`src/rtl/rect_copy_controller.sv`:
```
// rect_copy_controller: streams the 64-rect table to the GPU receiver as load beats followed by coordinate sweeps.
module rect_copy_controller #(
    parameter logic [15:0] RECT_BASE = 16'd0,
    parameter int SCREEN_WIDTH = 640,
    parameter int SCREEN_HEIGHT = 480
) (
    input  logic        clk,
    input  logic        reset,
    input  logic        start,
    output logic        busy,
    output logic        done,
    output logic [15:0] rect_mem_addr,
    input  logic [15:0] rect_mem_dout,
    output logic [15:0] dout,
    output logic [2:0]  state,
    output logic [9:0]  coord_generator,
    output logic [3:0]  rect_counter,
    output logic [1:0]  batch_counter,
    output logic        batch_completed
);
    localparam logic [2:0] S_WAIT = 3'd0, S_X = 3'd1, S_W = 3'd2, S_Y = 3'd3, S_H = 3'd4, S_C = 3'd5;
    localparam logic [1:0] ST_LOAD = 2'd0, ST_SWEEP = 2'd3;
    localparam logic [9:0] W_LAST = 10'(SCREEN_WIDTH - 1), H_LAST = 10'(SCREEN_HEIGHT - 1);
    localparam logic signed [16:0] W_MAX = 17'(SCREEN_WIDTH - 1), H_MAX = 17'(SCREEN_HEIGHT - 1);

    logic [2:0]  r_state, w_n_state;
    logic [1:0]  r_stage, w_n_stage;
    logic [3:0]  r_rc, w_n_rc;
    logic [1:0]  r_bc, w_n_bc;
    logic [9:0]  r_coord, w_n_coord;
    logic [15:0] r_addr, w_n_addr;
    logic [9:0]  w_last;
    logic [15:0] w_field;

    assign w_last = (r_state == S_X || r_state == S_W) ? W_LAST :
                    (r_state == S_Y || r_state == S_H) ? H_LAST : 10'd15;
    assign w_field = w_n_state == S_X ? 16'd0 : w_n_state == S_W ? 16'd2 :
                     w_n_state == S_Y ? 16'd1 : w_n_state == S_H ? 16'd3 : 16'd4;

    always_ff @(posedge clk) begin
        if (reset) begin
            r_state <= S_WAIT;
            r_stage <= ST_LOAD;
            r_rc    <= '0;
            r_bc    <= '0;
            r_coord <= '0;
            r_addr  <= '0;
        end else begin
            r_state <= w_n_state;
            r_stage <= w_n_stage;
            r_rc    <= w_n_rc;
            r_bc    <= w_n_bc;
            r_coord <= w_n_coord;
            r_addr  <= w_n_addr;
        end
    end

    // Stage walks LOAD -> GAP0 -> GAP1 -> SWEEP; rect counter parks at 15 through the gap and sweep.
    always_comb begin
        w_n_state = r_state;
        w_n_stage = r_stage;
        w_n_rc    = r_rc;
        w_n_bc    = r_bc;
        w_n_coord = r_coord;
        w_n_addr  = r_addr;
        if (r_state == S_WAIT) begin
            if (start) begin
                w_n_state = S_X;
                w_n_stage = ST_LOAD;
                w_n_rc    = '0;
                w_n_bc    = '0;
                w_n_coord = '0;
            end
        end else if (r_stage == ST_LOAD) begin
            if (r_rc == 4'd15) w_n_stage = r_stage + 2'd1;
            else w_n_rc = r_rc + 4'd1;
        end else if (r_stage != ST_SWEEP) begin
            w_n_stage = r_stage + 2'd1;
        end else if (r_coord != w_last) begin
            w_n_coord = r_coord + 10'd1;
        end else begin
            w_n_stage = ST_LOAD;
            w_n_rc    = '0;
            w_n_coord = '0;
            w_n_state = r_state == S_C ? (r_bc == 2'd3 ? S_WAIT : S_X) : r_state + 3'd1;
            w_n_bc    = r_state == S_C ? r_bc + 2'd1 : r_bc;
        end
        if (w_n_state != S_WAIT && w_n_stage == ST_LOAD)
            w_n_addr = RECT_BASE + 16'd5 * 16'({w_n_bc, w_n_rc}) + w_field;
    end

    logic [15:0] r_dout;

    always_comb begin
        state           = r_state;
        rect_counter    = r_rc;
        batch_counter   = r_bc;
        coord_generator = r_coord;
        rect_mem_addr   = r_addr;
        busy            = r_state != S_WAIT;
        batch_completed = r_stage == ST_SWEEP;
        done            = r_state == S_C && r_bc == 2'd3 && r_stage == ST_SWEEP && r_coord == 10'd15;
        dout            = r_dout;
    end

    // Stage p1 describes the beat whose memory word is on rect_mem_dout this cycle.
    logic [2:0]         r_p1_state;
    logic [3:0]         r_p1_rc;
    logic               r_p1_act;
    logic [15:0]        r_lat [16];
    logic [15:0]        r_comp;
    logic               w_p1_horiz, w_p1_pos;
    logic signed [16:0] w_v, w_lat, w_sum, w_max;
    logic [9:0]         w_left, w_right;
    logic [15:0]        w_comp;

    assign w_p1_horiz = r_p1_state == S_X || r_p1_state == S_W;
    assign w_p1_pos   = r_p1_state == S_X || r_p1_state == S_Y;
    assign w_max      = w_p1_horiz ? W_MAX : H_MAX;
    assign w_v        = {rect_mem_dout[15], rect_mem_dout};
    assign w_lat      = {r_lat[r_p1_rc][15], r_lat[r_p1_rc]};
    assign w_sum      = w_lat + w_v - 17'sd1;
    assign w_left     = w_v < 17'sd0 ? 10'd0 : w_v > w_max ? 10'h3FF : w_v[9:0];
    assign w_right    = (w_sum < 17'sd0 || w_v <= 17'sd0) ? 10'd0 : w_sum > w_max ? w_max[9:0] : w_sum[9:0];
    assign w_comp     = !r_p1_act ? 16'd0 : r_p1_state == S_C ? rect_mem_dout : {6'd0, w_p1_pos ? w_left : w_right};

    always_ff @(posedge clk) begin
        if (reset) begin
            r_p1_state <= S_WAIT;
            r_p1_rc    <= '0;
            r_p1_act   <= 1'b0;
            r_comp     <= '0;
            r_dout     <= '0;
            for (int i = 0; i < 16; i++) r_lat[i] <= '0;
        end else begin
            r_p1_state <= r_state;
            r_p1_rc    <= r_rc;
            r_p1_act   <= r_state != S_WAIT && r_stage != ST_SWEEP;
            r_comp     <= w_comp;
            r_dout     <= r_comp;
            if (r_p1_act && w_p1_pos) r_lat[r_p1_rc] <= rect_mem_dout;
        end
    end
endmodule
```
`config.mk`:
```
export PLATFORM = sky130hd
export DESIGN_NAME = rect_copy_controller
export DESIGN_NICKNAME = d
export VERILOG_FILES = /design/src/rtl/rect_copy_controller.sv
export SDC_FILE = /design/constraint.sdc
export NUM_CORES = 1
export LEC_CHECK = 0
export BUFFER_PORTS_ARGS = -buffer_cell sky130_fd_sc_hd__buf_2
export CORE_MARGIN = 8
export CORE_UTILIZATION = 56
export DETAILED_ROUTE_END_ITERATION = 6
export GPL_TIMING_DRIVEN = 0
export PLACE_DENSITY = 0.81
export SLEW_MARGIN = 20
export SYNTH_ARGS = -nofsm -noshare
export SYNTH_HDL_FRONTEND = slang
export SYNTH_SLANG_ARGS = --single-unit
```
`constraint.sdc`:
```
create_clock -name clk -period 5.6 [get_ports clk]
set_input_delay 0.84 -clock clk [delete_from_list [all_inputs] [get_ports clk]]
set_output_delay 0.84 -clock clk [all_outputs]
set_load 0.05 [all_outputs]
```
==> results.json <==
{
  "status": "finished clean",
  "synth-edff-count": 256,
  "crit_path_end_kind": "register",
  "setup-violations-final": 0,
  "total_power_w": 0.00576,
  "detail-route-antenna-nets": 0,
  "syn-instance-count": 1362,
  "grt_use_total_pct": 26.1,
  "final.period_utilization_pct": 98.7,
  "ys_warn_count": 0,
  "die_x_um": 188,
  "htreeDepth": 2,
  "cts_buffers": 35,
  "synthArstFlopShare_pct": 0,
  "grt_pass1_vias": 12300,
  "detail_route.iter0.violations": 1541,
  "rows": 63,
  "hp-class": "reg2reg",
  "min_period_ns": 5.53,
  "min_to": "dout[6]",
  "power.switching_w": 0.00145,
  "num_io_pins": 73,
  "routed_via_density": 6.67,
  "cp.required_ns": 6.01,
  "max_freq_ghz": 0.181,
  "netlist_area_um2": 16500,
  "gr-total-overflow": 0,
  "start_util_pct": 56.3,
  "cp.arrival_ns": 5.94,
  "wl_um": 47900,
  "nFillCells": 2115,
  "worst_slew_pin_slew_ns": 1.02,
  "placed_cells": 1822,
  "numClockSinks": 326,
  "grt_pass1_wl_um": 71200,
  "syn_area_per_cell_um2": 12.1,
  "grt_max_degree": 17,
  "peakVddDrop_v": 0.000184,
  "p_per_area_nw_per_um2": 305,
  "netlist-cell-type-count": 78,
  "die_h_um": 188,
  "finish.instance_area_um2": 18900,
  "hold_buffers": 0,
  "drive_gt1_share_pct": 20.1,
  "final_common_cell": "edfxtp_1",
  "critPathKind": "reg2reg",
  "ys_seq_area_share_pct": 55.0,
  "cts_root_buf": "clkbuf_16",
  "crit_fanout": 6,
  "dr_total_vias": 12700,
  "p_int_w": 0.00431,
  "r2r-end": "r_comp[3]",
  "switching_share_pct": 25.2,
  "fin_ws_ns": 0.0735,
  "clock_latency_ns": 0.52,
  "drv_slew": 0,
  "seqPwrFrac_pct": 46.9,
  "min_path_cells": 1,
  "finish.utilization_pct": 64.4,
  "clkTransAtPathRegs_ns": 0.06,
  "gp_congestion": 0.947,
  "core-area_um2": 29300,
  "syn_to_final_growth_pct": 14.5,
  "maxCapViolations": 0,
  "drt_pass1_iterations": 6,
  "regToRegStartpoint": "r_p1_rc[0]",
  "final_nets": 1571,
  "synth-seq-cells": 326,
  "start_kind": "register",
  "clockBufferDepth": 3,
  "slew_headroom_pct": 31.8,
  "pwr-share-comb_pct": 13.1,
  "hold_violations": 0,
  "placedInstanceArea_um2": 17300,
  "synth_flop_cell": "edfxtp_1",
  "power_frac_clock_pct": 40.0,
  "skew_ns": 0.0218,
  "antenna_found_initial": 1,
  "final_cell_mix": "256 x edfxtp_1, 204 x nor3_1, 94 x clkbuf_1",
  "instances_no_fill": 1904,
  "reg2reg_slack_ns": 0.07,
  "drc_errors": 0,
  "pre_cts_slack_ns": -1.12,
  "die-area_um2": 35200,
  "ff2ff_path_depth": 22,
  "port_buffers": 64,
  "drt-wirelength-per-cell_um": 25.1,
  "cts_tree": "done",
  "hpwlAfterDp_um": 32100,
  "leakage_nw": 6.88,
  "worstHoldStart": "r_comp[6]"
}
==> worst max path at each step <==
stage               start         to  slack [ns]  depth (start not counted)
2_1_floorplan  r_p1_rc[0]  r_comp[7]        0.04                         23
3_5_place_dp   r_p1_rc[1]  r_comp[4]       -1.12                         23
5_1_grt        r_p1_rc[0]  r_comp[0]       -0.03                         22
3_3_place_gp   r_p1_rc[1]  r_comp[3]        -1.0                         23
4_1_cts        r_p1_rc[0]  r_comp[7]       0.002                         22
6_report       r_p1_rc[0]  r_comp[3]        0.07                         22
==> cell usage after synthesis, types with 4 or more instances <==
| cell type | count | area (µm²) |
|---|---|---|
| nor3_1 | 204 | 1020 |
| ha_1 | 62 | 776 |
| clkinv_1 | 16 | 60.1 |
| and2_1 | 22 | 138 |
| mux2i_1 | 10 | 100 |
| nor2b_1 | 34 | 213 |
| buf_4 | 8 | 60.1 |
| xor2_1 | 7 | 61.3 |
| nor4_1 | 64 | 400 |
| nor2_1 | 65 | 244 |
| and3_1 | 10 | 62.6 |
| nand4_1 | 7 | 43.8 |
| o21ai_0 | 27 | 135 |
| o31ai_1 | 4 | 30.0 |
| edfxtp_1 | 256 | 7690 |
| clkbuf_1 | 99 | 372 |
| nand3_1 | 15 | 75.1 |
| buf_1 | 14 | 52.6 |
| nand2_1 | 43 | 161 |
| inv_1 | 57 | 214 |
| o21bai_1 | 5 | 37.5 |
| xnor2_1 | 12 | 105 |
| nand3b_1 | 7 | 52.6 |
| mux4_2 | 80 | 1800 |
| a21o_1 | 8 | 60.1 |
| dfxtp_1 | 70 | 1400 |
| nand2b_1 | 8 | 50.1 |
| a21oi_1 | 41 | 205 |
| a211oi_1 | 7 | 52.6 |
| a31o_2 | 4 | 35.0 |
| o21ai_1 | 5 | 25.0 |
| or2_2 | 17 | 106 |
| or3_1 | 4 | 25.0 |
==> state kept, by name, summed over array words and instances, names as in the netlist, 2 cells and up <==
signal	count
dout	16
r_comp	16
r_lat	256
rect_mem_addr	9
r_stage	2
coord_generator	10
batch_counter	2
rect_counter	4
r_p1_rc	4
r_p1_state	3
state	3
==> per-stage QoR <==
step	TNS, ns	hold WS [ns]
2_1_floorplan	0	0.414
3_3_place_gp	-9.30	0.419
3_5_place_dp	-10.42	0.425
4_1_cts	0	0.442
5_1_grt	-0.0836	0.451
6_report	0	0.438
==> what timing repair did <==
action,in CTS,in global routing
cloned,0,1
resized for setup,42,32
pin swaps,3,19
endpoints found under the setup margin,10,10
buffers inserted,4,16
==> power by group through the flow <==
stage               registers, W  logic [W]  clock network (W)
floorplan                0.00276   0.000434                  0
detailed placement       0.00275   0.000630                  0
global placement         0.00274   0.000615                  0
CTS                      0.00270   0.000679            0.00229
finish                   0.00270   0.000757            0.00230
global route             0.00270   0.000798            0.00238
==> per-layer routing <==
layer	track usage, %	vias up	wire length [µm]	part of all wire (%)
met5	0	-	9	0.019
met4	16.0	2	2930	6.1
met3	7.43	207	5880	12
met2	41.6	982	22600	47
met1	31.2	6101	16400	34
li1	-	5417	-	-
==> area by class of cell <==
| cell class | instances | area (µm²) | share of cell area, % |
|---|---|---|---|
| clock inverter | 16 | 168 | 0.887 |
| buffer | 125 | 622 | 3.29 |
| sequential | 326 | 9090 | 48.1 |
| inverter | 73 | 274 | 1.45 |
| timing repair buffer | 85 | 508 | 2.69 |
| antenna | 1 | 2.50 | 0.0132 |
| tap | 390 | 488 | 2.58 |
| clock buffer | 46 | 960 | 5.08 |
| multi-input combinational | 842 | 6780 | 35.9 |
==> critical path: stages (launching register included) <==
cell and delay (ns):
dfxtp_4 0.43, buf_12 0.14, buf_12 0.12, mux4_2 0.55, mux4_2 0.49, inv_1 0.07
ha_1 0.22, inv_2 0.07, ha_4 0.22, and2_4 0.18, a221oi_4 0.30, nand2_2 0.10
a21o_1 0.20, a21oi_2 0.18, xnor2_2 0.15, ha_1 0.29, a211oi_2 0.24, nand2_1 0.08
a41o_1 0.24, a211o_4 0.36, nor3_4 0.36, o21ai_2 0.12, o221a_2 0.28
==> kinds of logic after synthesis <==
group	Yosys count	share of synthesized area, %
other	1	0.0227
AND/OR/NAND/NOR	511	16.3
XOR/XNOR	20	1.11
adder cells (fa/ha/maj)	64	4.94
AO/OA/AOI/OAI	149	6.16
flip-flops	326	55.0
buffers and inverters	200	4.85
multiplexers	91	11.6
Note: power is estimated with default switching activity, not from simulation.
